$ cat src/rtl/fetch_aligner_pkg.sv
// Shared definitions for the instruction-fetch aligner: FSM states,
// full-length opcode marker and default reset PC.
package fetch_defs;

    typedef enum logic [2:0] {
        S_REQ   = 3'd0,
        S_DEC   = 3'd1,
        S_SPLIT = 3'd2,
        S_JOIN  = 3'd3,
        S_DRAIN = 3'd4
    } fetch_state_t;

    localparam logic [1:0]  OP_FULL          = 2'b11;
    localparam logic [31:0] DEFAULT_RESET_PC = 32'h0000_0000;

endpackage

$ cat src/rtl/fetch_aligner_decompressor.sv
// RV32C -> RV32I expander (combinational). Only the low halfword is
// decoded; unrecognised encodings expand to 32'h0 (an illegal instruction).
module Decompressor (
    input  logic [31:0] inst_in,
    output logic [31:0] inst_out
);

    logic [15:0] c;
    logic [4:0]  rd, rs2, rdp, rs1p;
    logic        unused_hi;

    assign c         = inst_in[15:0];
    assign unused_hi = ^inst_in[31:16];
    assign rd        = c[11:7];
    assign rs2       = c[6:2];
    assign rdp       = {2'b01, c[4:2]};
    assign rs1p      = {2'b01, c[9:7]};

    always_comb begin
        inst_out = 32'h0;
        case ({c[15:13], c[1:0]})
            5'b000_00: if (c[12:5] != 8'h0)
                inst_out = {2'b0, c[10:7], c[12:11], c[5], c[6], 2'b00, 5'd2, 3'b000, rdp, 7'h13};
            5'b010_00: inst_out = {5'b0, c[5], c[12:10], c[6], 2'b00, rs1p, 3'b010, rdp, 7'h03};
            5'b110_00: inst_out = {5'b0, c[5], c[12], rdp, rs1p, 3'b010, c[11:10], c[6], 2'b00, 7'h23};
            5'b000_01: inst_out = {{7{c[12]}}, c[6:2], rd, 3'b000, rd, 7'h13};
            // c.jal links to x1, c.j to x0; funct3 bit 2 tells them apart
            5'b001_01, 5'b101_01:
                inst_out = {c[12], c[8], c[10:9], c[6], c[7], c[2], c[11], c[5:3], c[12],
                            {8{c[12]}}, 4'b0, ~c[15], 7'h6f};
            5'b010_01: inst_out = {{7{c[12]}}, c[6:2], 5'd0, 3'b000, rd, 7'h13};
            5'b011_01: begin
                if (rd == 5'd2)
                    inst_out = {{3{c[12]}}, c[4:3], c[5], c[2], c[6], 4'b0, 5'd2, 3'b000, 5'd2, 7'h13};
                else
                    inst_out = {{15{c[12]}}, c[6:2], rd, 7'h37};
            end
            5'b100_01: begin
                case (c[11:10])
                    2'b00: inst_out = {7'b0000000, c[6:2], rs1p, 3'b101, rs1p, 7'h13};
                    2'b01: inst_out = {7'b0100000, c[6:2], rs1p, 3'b101, rs1p, 7'h13};
                    2'b10: inst_out = {{7{c[12]}}, c[6:2], rs1p, 3'b111, rs1p, 7'h13};
                    default: begin
                        case (c[6:5])
                            2'b00:   inst_out = {7'b0100000, rdp, rs1p, 3'b000, rs1p, 7'h33};
                            2'b01:   inst_out = {7'b0000000, rdp, rs1p, 3'b100, rs1p, 7'h33};
                            2'b10:   inst_out = {7'b0000000, rdp, rs1p, 3'b110, rs1p, 7'h33};
                            default: inst_out = {7'b0000000, rdp, rs1p, 3'b111, rs1p, 7'h33};
                        endcase
                    end
                endcase
            end
            5'b110_01, 5'b111_01:
                inst_out = {c[12], {3{c[12]}}, c[6:5], c[2], 5'd0, rs1p, 2'b00, c[13],
                            c[11:10], c[4:3], c[12], 7'h63};
            5'b000_10: inst_out = {7'b0, c[6:2], rd, 3'b001, rd, 7'h13};
            5'b010_10: inst_out = {4'b0, c[3:2], c[12], c[6:4], 2'b00, 5'd2, 3'b010, rd, 7'h03};
            5'b100_10: begin
                if (!c[12])
                    inst_out = (rs2 == 5'd0) ? {12'b0, rd, 3'b000, 5'd0, 7'h67}
                                             : {7'b0, rs2, 5'd0, 3'b000, rd, 7'h33};
                else if (rs2 == 5'd0 && rd == 5'd0)
                    inst_out = 32'h0010_0073;
                else if (rs2 == 5'd0)
                    inst_out = {12'b0, rd, 3'b000, 5'd1, 7'h67};
                else
                    inst_out = {7'b0, rs2, rd, 3'b000, rd, 7'h33};
            end
            5'b110_10: inst_out = {4'b0, c[8:7], c[12], rs2, 5'd2, 3'b010, c[11:9], 2'b00, 7'h23};
            default: ;
        endcase
    end

endmodule

$ cat src/rtl/fetch_aligner.sv
// Instruction-fetch aligner: word fetch, halfword extraction, split joins.
// Compressed support is built only when FETCH_RVC_EN is defined.
module fetch_aligner
    import fetch_defs::*;
#(
    parameter logic [31:0] RESET_PC = DEFAULT_RESET_PC
) (
    input  logic        clk,
    input  logic        rst,
    output logic        imem_req,
    output logic [29:0] imem_addr,
    input  logic        imem_valid,
    input  logic [31:0] imem_rdata,
    output logic        inst_valid,
    input  logic        inst_ready,
    output logic [31:0] inst_out,
    output logic [31:0] inst_pc,
    output logic        inst_is_c,
    input  logic        redirect,
    input  logic [31:0] redirect_pc
);

`ifdef FETCH_RVC_EN
    localparam logic [31:0] PC_MASK = ~32'h1;
`else
    localparam logic [31:0] PC_MASK = ~32'h3;
`endif

    fetch_state_t state, state_nx;
    logic [31:0]  pc, pc_nx, wbuf, wbuf_nx, ld_inst;
    logic [29:0]  drain_addr, drain_addr_nx;
    logic         ld, ld_c, slot_free, req_open;

    assign slot_free = !inst_valid || inst_ready;
    assign req_open  = (state == S_REQ || state == S_SPLIT || state == S_DRAIN) && !imem_valid;

`ifdef FETCH_RVC_EN
    logic [15:0] hold, hold_nx, half;
    logic [31:0] dec_inst;
    logic        is_c;

    assign half = pc[1] ? wbuf[31:16] : wbuf[15:0];
    assign is_c = half[1:0] != OP_FULL;

    Decompressor u_dec (
        .inst_in  ({16'h0, half}),
        .inst_out (dec_inst)
    );
`endif

    always_comb begin
        imem_req  = 1'b0;
        imem_addr = pc[31:2];
        case (state)
            S_REQ:   imem_req = 1'b1;
            S_SPLIT: begin imem_req = 1'b1; imem_addr = pc[31:2] + 30'd1; end
            S_DRAIN: begin imem_req = 1'b1; imem_addr = drain_addr; end
            default: ;
        endcase
        if (rst) imem_req = 1'b0;
    end

    always_comb begin
        state_nx      = state;
        pc_nx         = pc;
        wbuf_nx       = wbuf;
        drain_addr_nx = drain_addr;
        ld            = 1'b0;
        ld_inst       = wbuf;
        ld_c          = 1'b0;
`ifdef FETCH_RVC_EN
        hold_nx       = hold;
`endif
        case (state)
            S_REQ: if (imem_valid) begin wbuf_nx = imem_rdata; state_nx = S_DEC; end
            S_DEC: if (slot_free) begin
`ifdef FETCH_RVC_EN
                if (is_c) begin
                    ld = 1'b1; ld_inst = dec_inst; ld_c = 1'b1;
                    pc_nx = pc + 32'd2;
                    state_nx = pc[1] ? S_REQ : S_DEC;
                end else if (!pc[1]) begin
                    ld = 1'b1; pc_nx = pc + 32'd4; state_nx = S_REQ;
                end else begin
                    hold_nx = half; state_nx = S_SPLIT;
                end
`else
                ld = 1'b1; pc_nx = pc + 32'd4; state_nx = S_REQ;
`endif
            end
`ifdef FETCH_RVC_EN
            S_SPLIT: if (imem_valid) begin wbuf_nx = imem_rdata; state_nx = S_JOIN; end
            // pc stays odd-halfword, so S_DEC continues with the upper half of the new word
            S_JOIN: if (slot_free) begin
                ld = 1'b1; ld_inst = {wbuf[15:0], hold};
                pc_nx = pc + 32'd4; state_nx = S_DEC;
            end
`endif
            S_DRAIN: if (imem_valid) state_nx = S_REQ;
            default: state_nx = S_REQ;
        endcase
        // an open request must still complete on the bus, so drain it at its old address
        if (redirect) begin
            ld    = 1'b0;
            pc_nx = redirect_pc & PC_MASK;
            if (req_open) begin
                state_nx      = S_DRAIN;
                drain_addr_nx = imem_addr;
            end else begin
                state_nx = S_REQ;
            end
        end
    end

    always_ff @(posedge clk or posedge rst) begin
        if (rst) begin
            state      <= S_REQ;
            pc         <= RESET_PC & PC_MASK;
            wbuf       <= 32'h0;
            drain_addr <= 30'h0;
            inst_valid <= 1'b0;
            inst_out   <= 32'h0;
            inst_pc    <= 32'h0;
        end else begin
            state      <= state_nx;
            pc         <= pc_nx;
            wbuf       <= wbuf_nx;
            drain_addr <= drain_addr_nx;
            if (redirect) begin
                inst_valid <= 1'b0;
            end else if (ld) begin
                inst_valid <= 1'b1;
                inst_out   <= ld_inst;
                inst_pc    <= pc;
            end else if (inst_ready) begin
                inst_valid <= 1'b0;
            end
        end
    end

`ifdef FETCH_RVC_EN
    always_ff @(posedge clk or posedge rst) begin
        if (rst) begin
            hold      <= 16'h0;
            inst_is_c <= 1'b0;
        end else begin
            hold <= hold_nx;
            if (ld && !redirect) inst_is_c <= ld_c;
        end
    end
`else
    assign inst_is_c = 1'b0;
`endif

endmodule

$ cat config.mk
export PLATFORM = sky130hd
export DESIGN_NAME = fetch_aligner
export DESIGN_NICKNAME = d
export VERILOG_FILES = /design/src/rtl/fetch_aligner_pkg.sv /design/src/rtl/fetch_aligner_decompressor.sv /design/src/rtl/fetch_aligner.sv
export SDC_FILE = /design/constraint.sdc
export NUM_CORES = 1
export LEC_CHECK = 0
export ABC_AREA = 1
export BUFFER_PORTS_ARGS = -buffer_cell sky130_fd_sc_hd__buf_2
export CAP_MARGIN = 30
export CORE_MARGIN = 2
export CORE_UTILIZATION = 28
export CTS_BUF_LIST = sky130_fd_sc_hd__clkbuf_4 sky130_fd_sc_hd__clkbuf_8
export CTS_CLUSTER_SIZE = 14
export DETAILED_ROUTE_END_ITERATION = 7
export HOLD_SLACK_MARGIN = 0.02
export PLACE_DENSITY = 0.5
export SYNTH_ARGS = -nofsm -noshare
export SYNTH_HDL_FRONTEND = slang
export SYNTH_SLANG_ARGS = --single-unit
$ cat constraint.sdc
create_clock -name clk -period 7.8 [get_ports clk]
set_input_delay 1.17 -clock clk [delete_from_list [all_inputs] [get_ports clk]]
set_output_delay 1.17 -clock clk [all_outputs]
set_load 0.005 [all_outputs]
==> results of run 1 <==
-- critical path: cells and delay by family (launching register included) --
| family | cells | cell delay (ps) |
|---|---|---|
| simple gates | 1 | 310 |
| buf+inv | 3 | 630 |
| flops | 1 | 470 |
| compound gates | 1 | 400 |
-- path summary, 6_finish.rpt --
check	slack, ps	depth (start not counted)	to	start
max	4370	5	imem_addr[2]	state[0]$_DFFE_PP0P_
min	480	2	inst_out[31]$_DFFE_PP0P_	ld_inst[31]$_DFFE_PP0P_
max reg2reg	5500	7	inst_out[6]$_DFFE_PP0P_	state[2]$_DFFE_PP0P_
min reg2reg	480	2	inst_out[31]$_DFFE_PP0P_	ld_inst[31]$_DFFE_PP0P_
max in group asynchronous	5790	4	pc[22]$_DFFE_PP0P_	rst
min in group asynchronous	820	3	inst_out[27]$_DFFE_PP0P_	rst
-- per-stage QoR --
step           cell area (sq um)  power, mW  setup WS, ps  cells
2_1_floorplan               7320       1.39          2400    891
3_3_place_gp                8340       1.63          3560   1347
3_5_place_dp                8390       1.64          4050   1349
4_1_cts                     8810       2.31          4220   1381
5_1_grt                     8840       2.45          4140   1382
6_report                    8840       2.27          4370   1384
-- placed cells by master (no fill, tap or decap), types with 4 or more instances in the layout --
cell type and instances:
inv_8 5, nand2_1 241, o21ai_1 31, o21ai_0 72, inv_6 5, dfrtp_1 157
nor2_1 82, a22oi_1 12, a21oi_1 42, nand3_1 34, xor2_1 4, o211ai_1 7
buf_4 5, nor2_2 6, nor3_1 5, o21a_1 4, buf_2 160, clkbuf_8 17
o21ai_2 22, inv_1 103
-- logic make-up after synthesis --
family	count (synthesis)
simple gates	382
xor+xnor	5
flops	157
mux	1
fa+ha+maj	1
other cells	1
buf+inv	149
compound gates	193
-- final cells by class --
class | count | area (sq um) | area share (%)
repair buffers | 168 | 913 | 10.3
well taps | 335 | 419 | 4.74
inverters | 105 | 400 | 4.53
multi-input cells | 585 | 2750 | 31.1
clock inverters | 15 | 188 | 2.12
clock buffers | 17 | 234 | 2.65
diodes | 2 | 5.00 | 0.0566
flip-flops and latches | 157 | 3930 | 44.4
-- report_power, final --
part	internal (mW)	switching, mW	total (mW)
Combinational	0.222	0.299	0.520
Clock	0.276	0.376	0.652
Sequential	0.993	0.103	1.10
-- flip-flops by register name, summed over array words and instances (netlist names) --
register and flops:
inst_pc 30, inst_out 32, ld_inst 32, state 2
drain_addr 30, pc 30, inst_valid 1
-- metal layers --
metal / vias to the layer above / GRT usage, % / part of all wire, %
met5: - / 0 / 0.079
met4: 2 / 4.35 / 1.2
met3: 15 / 5.72 / 7.8
met2: 135 / 24.7 / 46
met1: 2827 / 20.0 / 45
li1: 3104 / - / -
==> key figures, run 1 <==
Outcome
  • Run status: finished clean

Critical path
  • Max incr delay on CP: 470 ps
  • Crit path DAT: between 2000 and 2500 ps
  • Critical Path RT: about 6600 ps
  • Critical path, cell by cell: inv_1 > nand2_2 > buf_12 > o21ai_0 > buf_2
  • Critical path class: reg -> out
  • Crit path launch type: flip-flop
  • Crit path capture type: output port
  • CP max FO: 35
  • Slowest CP cell: dfrtp_1

Logic synthesis
  • Count leader, synth: nand2_1
  • Yosys reg bits: between 150 and 200
  • Synth Instances: about 890
  • Post-synthesis cell type count: 34
  • Synth top area cells: dfrtp_1, nand2_1, inv_1, o21ai_0, nor2_1
  • Area leader, netlist: dfrtp_1
  • Top_reg_cell synth: dfrtp_1
  • EDFF count, synth: 0
  • XOR/XNOR share of the synthesized area: 0.599%
  • Portion of netlist area occupied by mux cells: less than 1%
  • Syn avg cell area: between 8 and 9 sq um
  • Share of the synthesized area in the top cell type: between 50% and 60%
  • Post-synthesis adder-cell area fraction: 0.171%
  • Yosys warns: 0
  • Ys async rst share: 100%
  • Sequential share of the synthesized area: 53.7%
  • Main combinational cell family by area after synthesis: simple AND/OR/NAND/NOR gates
  • Simple-Gate Fraction of Synth Area: between 20% and 30%
  • Complex-gate fraction of the synthesized area: around 15%
  • Netlist Area Pre-Place: roughly 7300 sq um
  • Synth top cells by count: nand2_1, dfrtp_1, inv_1, nor2_1, o21ai_0

Floorplanning
  • Die area: approximately 27,000 sq um
  • Initial Util: roughly 28%
  • IO Count: between 150 and 200
  • Die Y: between 150 and 200 um
  • Core area: between 20,000 and 30,000 sq um
  • Row cnt: 59
  • Horiz. Die Dim: between 150 and 200 um

Global routing
  • Largest net degree at the start of global routing: between 90 and 100
  • Gr ovfl total: 0
  • First-pass GRT wire length: ~33 mm
  • Gr usage total: between 15 and 20%
  • Initial antenna violation count: 3
  • Vias in the first global route: 6,056

Route
  • Via/cell ratio: 4.40
  • Wire per inst: approximately 15 um
  • Routed wire length: 20.4 mm
  • Drt first pass iters: 5
  • Detailed-route DRC error count: 0
  • Routed vias: roughly 6,100
  • Detail Route Antenna Nets: 0
  • DRT iter0 DRCs: 369

Clock network
  • H-tree levels: 4
  • Cts hold-fix bufs: 0
  • Clk_lat worst skew: 460 ps
  • Post-CTS Resized: 0
  • CTS max path bufs: 2
  • CTS tree: done
  • Clk Tree Root Cell: clkbuf_8
  • CTS sink cnt: around 160
  • Worst-path clk slew: ~100 ps
  • CTS buffer count: 17
  • Post-CTS setup buffer count: 0

STA
  • Worst Tran Pin Value: ~830 ps
  • RSZ-0062 raised after global routing: false
  • Max_slew headroom: approximately 45%
  • Final Skew: roughly 25 ps
  • Setup Viol. Count Final: 0
  • Final TNS setup: 0 ps
  • Max Fclk: around 290 MHz
  • Min Clock Period, post-route: 3430 ps
  • Fin crit share: 43.9%
  • Fin. Hold Viols: 0
  • Worst hold slack: between 400 and 500 ps
  • Max-slew violations: 0

Finish
  • Post-layout nets: ~1,100
  • Area grow syn2layout: 21.0%
  • Fill cells: between 2,000 and 3,000
  • Final Util: between 30% and 40%
  • Layout cells sized above 1: 22.9%

Power
  • P_leak: about 4.4 nW
  • Maximum vdd ir drop: about 0.11 mV
  • Power per cell area: around 260 nW/um^2

Hold path
  • Hold Crit Class: reg -> reg

Placement
  • Placer congestion estimate: between 0.7 and 0.8
  • Dpl hpwl: ~14 mm
  • IO Port Bufs: 160

Run
  • Max-cap violations: 0
Power figures use the tool's default switching activity.
==> run 2, diff against run 1 <==
Settings changed: ABC_AREA 1 to 0, PLACE_DENSITY 0.5 to 0.52.
Clock period 7.8 ns to 2.91 ns, I/O delays scaled along.
==> run 2 against run 1 <==
Effect of this change:
- first-iteration DRC count shrank 57%
- non-clock buffer count is 6 higher
- core utilization increased by 0.77 points
- die area is 6.2% lower
- register-to-register slack got worse by 4700 ps
- highest routed layer unchanged
- largest power group unchanged
- critical path depth shrank 1
- via count down 24%
- setup slack worse by 3800 ps
- clock skew fell by 14 ps
- cell area decreased by 4.3%
- final cell count down 27%
==> key figures, run 2 <==
Route
  • Detail Route Antenna Nets: 0
  • Wire per inst: around 17 um
  • Via/cell ratio: 4.56
  • Routed wire length: around 17 mm
  • Routed vias: between 4,000 and 5,000
  • Detailed-route DRC error count: 0
  • DRT iter0 DRCs: approximately 160
  • Drt first pass iters: 4

Global routing
  • Vias in the first global route: 4,843
  • First-pass GRT wire length: between 20 and 30 mm
  • Initial antenna violation count: 2
  • Gr usage total: between 10% and 20%
  • Gr ovfl total: 0
  • Largest net degree at the start of global routing: 63

Floorplanning
  • IO Count: around 170
  • Die Y: 160 um
  • Horiz. Die Dim: between 150 and 200 um
  • Initial Util: between 20 and 30%
  • Core area: around 24,000 sq um
  • Die area: 25,700 sq um
  • Row cnt: 57

Clock network
  • CTS sink cnt: between 150 and 200
  • Post-CTS setup buffer count: 0
  • H-tree levels: 4
  • Worst-path clk slew: approximately 100 ps
  • Clk_lat worst skew: ~440 ps
  • Clk Tree Root Cell: clkbuf_8
  • CTS max path bufs: 2
  • CTS tree: done
  • CTS buffer count: 17

Power
  • Design Power: 6.24 mW
  • Internal: ~4.3 mW
  • Maximum vdd ir drop: 0.271 mV
  • Psw: about 1.9 mW
  • Power per cell area: about 740 nW/um^2
  • Net Sw Frac: about 30%
  • Comb power frac: roughly a quarter
  • Seq pwr share: between 50% and 60%
  • Clock Power Share: about a quarter
  • P_leak: approximately 3.8 nW

Critical path
  • Crit path capture type: output port
  • Max incr delay on CP: ~500 ps
  • Crit path launch type: flip-flop
  • Critical path class: reg -> out
  • Crit path DAT: 1940 ps
  • Slowest CP cell: dfrtp_1
  • Crit path buffers/inverters: 2
  • Critical path, cell by cell: nand2b_2 > buf_12 > mux2_2 > buf_2
  • CP max FO: 28
  • Critical Path RT: ~2500 ps
  • Largest delay share family, worst path: flip-flops

STA
  • RSZ-0062 raised after global routing: false
  • Final Skew: ~11 ps
  • Fin crit share: slightly above 80%
  • Fin. Hold Viols: 0
  • Worst setup margin: ~530 ps
  • Min Clock Period, post-route: around 2400 ps
  • Max_slew headroom: between 60% and 70%
  • Setup Viol. Count Final: 0
  • Worst hold slack: between 200 and 250 ps
  • Max-slew violations: 0
  • Worst Tran Pin Value: about 580 ps
  • Final TNS setup: 0 ps
  • Max Fclk: around 420 MHz

Placement
  • Placed Cells incl. Taps: 977
  • Dpl cell area: around 8100 sq um
  • IO Port Bufs: 160
  • Worst slack, placed: around 790 ps
  • Dpl hpwl: between 10 and 15 mm
  • Placer congestion estimate: 0.746

Logic synthesis
  • Sequential share of the synthesized area: 57.4%
  • Yosys reg bits: 157
  • Netlist Area Pre-Place: just under 7000 sq um
  • Synth Instances: between 500 and 600
  • EDFF count, synth: 0
  • Post-synthesis cell type count: 36
  • Synth top area cells: dfrtp_1, mux2_2, xor2_1, nand2_1, o21ai_0
  • Count leader, synth: dfrtp_1
  • Syn avg cell area: about 13 sq um
  • Ys async rst share: 100%
  • Synth top cells by count: dfrtp_1, mux2_2, nand2_1, o21ai_0, xor2_1
  • Area leader, netlist: dfrtp_1
  • Top_reg_cell synth: dfrtp_1
  • Share of the synthesized area in the top cell type: a little under three fifths
  • Yosys warns: 0

Finish
  • Most common cell after layout, fill and taps aside: buf_2
  • Final Util: 35.0%
  • Post-layout nets: between 700 and 800
  • Fin cells: around 1,000
  • Design area: around 8500 sq um
  • Inserted Diodes: 0
  • Most frequent cells in the layout: buf_2, dfrtp_1, mux2_2
  • Layout cells sized above 1: a little over half
  • Area grow syn2layout: 23.6%

Outcome
  • Run status: finished clean

Hold path
  • Hold Crit Class: in -> reg

Run
  • Max-cap violations: 0
-- run 2: cell types whose count changed after synthesis, sizes merged, moves of 22 or more --
cell,delta
mux2,+153
nand2,-207
nand3,-22
nor2,-83
a21oi,-40
o21ai,-96
inv,-102
-- run 2: final cells by class --
class                           count  area [sq um]
Timing Repair Buffer              174           958
Clock buffer                       17           234
Inverter                            2          11.3
Clock inverter                     15           126
Sequential cell                   157          3930
Multi-Input combinational cell    321          2790
Fill cell                        2417         15700
Tap cell                          324           405
-- run 2: path summary, 6_finish.rpt --
path	startpoint	end	slack, ps	cells after the start
max in group asynchronous	rst	inst_pc[17]$_DFFE_PP0P_	1660	4
min	redirect_pc[13]	pc[13]$_DFFE_PP0P_	200	3
min reg2reg	inst_out[8]$_DFFE_PP0P_	inst_out[8]$_DFFE_PP0P_	490	1
max reg2reg	state[0]$_DFFE_PP0P_	pc[24]$_DFFE_PP0P_	780	5
max	state[0]$_DFFE_PP0P_	imem_addr[1]	530	4
min in group asynchronous	rst	inst_pc[8]$_DFFE_PP0P_	580	3
-- run 2: metal layers --
layer | vias up | global-route usage, % | share of wire (%)
met1 | 2343 | 15.8 | 42
met3 | 15 | 5.50 | 7.9
met2 | 130 | 22.4 | 49
met4 | 4 | 3.52 | 1.2
met5 | - | 0 | 0.17
li1 | 2114 | - | -
-- run 2: what timing repair did --
action | CTS | global route
hold endpoints to repair | 16 | 0
resized for setup | 0 | 0
hold buffers | 1 | 0
-- run 2: tightest hold or removal path, stage by stage --
cell and delay (ps):
buf_2 80, nand2_1 40, o21ai_0 60
-- run 2: kinds of logic (layout without fill, tap and decap cells) --
group / after synthesis / count (layout) / synth area share (%)
mux: 156 / 156 / 25.6
xor+xnor: 28 / 28 / 3.58
compound gates: 34 / 34 / 2.72
fa+ha+maj: 1 / 1 / 0.183
buf+inv: 32 / 208 / 2.14
simple gates: 99 / 99 / 8.26
flops: 157 / 157 / 57.4
other cells: 1 / 3 / 0.0548
-- run 2: power groups by stage --
stage / clock [mW] / sequential (mW) / combinational, mW
6_report: 1.56 / 3.16 / 1.52
5_1_grt: 1.72 / 3.26 / 1.67
4_1_cts: 1.64 / 3.17 / 1.56
3_5_place_dp: 0 / 3.21 / 1.55
3_3_place_gp: 0 / 3.16 / 1.51
2_1_floorplan: 0 / 3.16 / 0.828
==> run 3, diff against run 2 <==
Settings changed: ABC_AREA 0 to 1.
Clock period 2.91 ns to 1.9 ns, I/O delays scaled along.
==> run 3 against run 2 <==
Effect of this change:
- sequential share of layout area shrank 3.7 points
- global-route usage is 2.9 points higher
- setup slack worse by 510 ps
- clock skew rose by 7.8 ps
- sequential cell count did not move
- combinational power increased by 55%
- highest routed layer unchanged
==> key figures, run 3 (synthesis results as in run 1) <==
Outcome
  • Run status: finished clean

STA
  • Max-slew violations: 0
  • Worst Tran Pin Value: around 560 ps
  • Max Fclk: between 500 and 600 MHz
  • Worst hold slack: 63.0 ps
  • Fin. Hold Viols: 0
  • Fin crit share: 98.7%
  • Final Skew: ~19 ps
  • Setup Viol. Count Final: 0
  • RSZ-0062 raised after global routing: true
  • Max_slew headroom: around 63%
  • Worst setup margin: 24.6 ps
  • Min Clock Period, post-route: 1880 ps

Power
  • Power per cell area: between 1000 and 1500 nW/um^2
  • P_leak: 4.59 nW
  • Design Power: ~9.5 mW
  • Maximum vdd ir drop: approximately 0.42 mV

Finish
  • Post-layout nets: around 1,100
  • Fin cells: 1,400
  • Most common cell after layout, fill and taps aside: nand2_1
  • Most frequent cells in the layout: nand2_1, buf_2, dfrtp_1
  • Area grow syn2layout: 25.8%
  • Design area: slightly above 9000 sq um
  • Layout cells sized above 1: between 20% and 30%
  • Inserted Diodes: 0

Route
  • Routed vias: between 6,000 and 7,000
  • Detail Route Antenna Nets: 0
  • Detailed-route DRC error count: 0
  • Routed wire length: 21.3 mm
  • Via/cell ratio: about 4.4
  • Drt first pass iters: 5
  • DRT iter0 DRCs: roughly 400
  • Wire per inst: between 15 and 20 um

Hold path
  • Hold EP: ld_inst[31]$_DFFE_PP0P_
  • Hold_sp: imem_rdata[31]
  • Hold Crit Class: in -> reg
  • Hold path depth: 2

Clock network
  • CTS sink cnt: about 160
  • CTS tree: done
  • Clk Tree Root Cell: clkbuf_8
  • H-tree levels: 4
  • CTS buffer count: 17
  • Clk_lat worst skew: between 400 and 500 ps
  • CTS max path bufs: 2
  • Worst-path clk slew: approximately 90 ps

Floorplanning
  • Die Y: approximately 170 um
  • Initial Util: 28.3%
  • Die area: between 20,000 and 30,000 sq um
  • IO Count: between 150 and 200
  • Core area: roughly 26,000 sq um
  • Row cnt: 59
  • Horiz. Die Dim: approximately 170 um

Global routing
  • Vias in the first global route: between 6,000 and 7,000
  • First-pass GRT wire length: 33.7 mm
  • Initial antenna violation count: 1
  • Largest net degree at the start of global routing: between 100 and 150
  • Gr ovfl total: 0
  • Gr usage total: between 10% and 20%

Critical path
  • Reg2Reg Setup Slack: ~200 ps
  • Crit path buffers/inverters: 3
  • Cell count along the critical path: 5
  • Crit path capture type: output port
  • Critical path, cell by cell: inv_4 > nand2_8 > buf_16 > o21ai_2 > buf_2
  • Slowest CP cell: dfrtp_2
  • Max incr delay on CP: between 400 and 500 ps
  • Crit path launch type: flip-flop
  • Cell count of the worst reg-to-reg path: 8
  • Crit Reg-Reg Startpoint: pc[3]$_DFFE_PP0P_
  • CP max FO: 15
  • Critical path class: reg -> out
  • Critical Path RT: ~1600 ps
  • Largest delay share family, worst path: flip-flops
  • Worst R2R End: pc[26]$_DFFE_PP0P_
  • Crit path DAT: approximately 1600 ps

Run
  • Max-cap violations: 0

Placement
  • Placed Cells incl. Taps: between 1,000 and 1,500
  • Worst slack, placed: 195 ps
  • IO Port Bufs: 160
  • Dpl hpwl: about 14 mm
  • Dpl cell area: 8510 sq um
  • Placer congestion estimate: slightly above 0.8
## run 3: changes by cell type in the layout (fill, tap and decap cells not counted), moves of 10 or more
cell	previous run	this run
nand4_1	13	3
inv_1	1	102
o21ai_1	5	32
a21oi_1	3	42
xor2_1	17	4
mux2_2	148	1
xnor2_1	11	1
nand3_1	13	34
nor2_1	8	81
o21ai_2	2	49
nand2_1	37	239
a22oi_1	0	12
o21ai_0	22	42
## run 3: layout make-up
cell class / count / area (sq um)
flip-flops and latches: 157 / 3930
clock buffers: 18 / 241
well taps: 335 / 419
repair buffers: 186 / 1140
fillers: 2774 / 16600
inverters: 105 / 402
clock inverters: 14 / 168
multi-input cells: 585 / 2900
## run 3: worst max path at each step
stage / from / endpoint / slack [ps]
after floorplan: rst / drain_addr[0]$_DFFE_PP0P_ / -370
after global placement: pc[3]$_DFFE_PP0P_ / pc[24]$_DFFE_PP0P_ / 210
after detailed placement: pc[3]$_DFFE_PP0P_ / pc[24]$_DFFE_PP0P_ / 190
after CTS: state[0]$_DFFE_PP0P_ / imem_addr[17] / -10
after global routing: state[0]$_DFFE_PP0P_ / imem_addr[0] / -50
final: state[0]$_DFFE_PP0P_ / imem_addr[7] / 20
## run 3: metal layers
layer  vias up  routed length, um  track usage, %
li1       3148                  -               -
met1      2883               9720            21.2
met2       162               9920            26.2
met3         9               1550            5.22
met4         2                116            3.76
met5         -                 13               0
## run 3: power by group
part           switching [mW]  internal (mW)  total, mW
clock network            1.45           1.23       2.68
registers               0.420           4.08       4.50
logic                    1.35           1.02       2.36
total                    3.22           6.33       9.54
## run 3: timing repair
action / in CTS / in global routing
endpoints found under the setup margin: 30 / 32
endpoints found under the hold margin: 56 / 0
resized for setup: 52 / 24
cloned: 3 / 0
pin swaps: 0 / 0
hold buffers: 2 / 0
setup buffers: 1 / 0
## run 3: through the flow
step           setup TNS (ps)  util, %
3_5_place_dp                0     32.9
6_report                    0     35.6
4_1_cts                 -35.0     35.2
3_3_place_gp                0     32.9
5_1_grt                  -762     35.6
2_1_floorplan          -58390        -
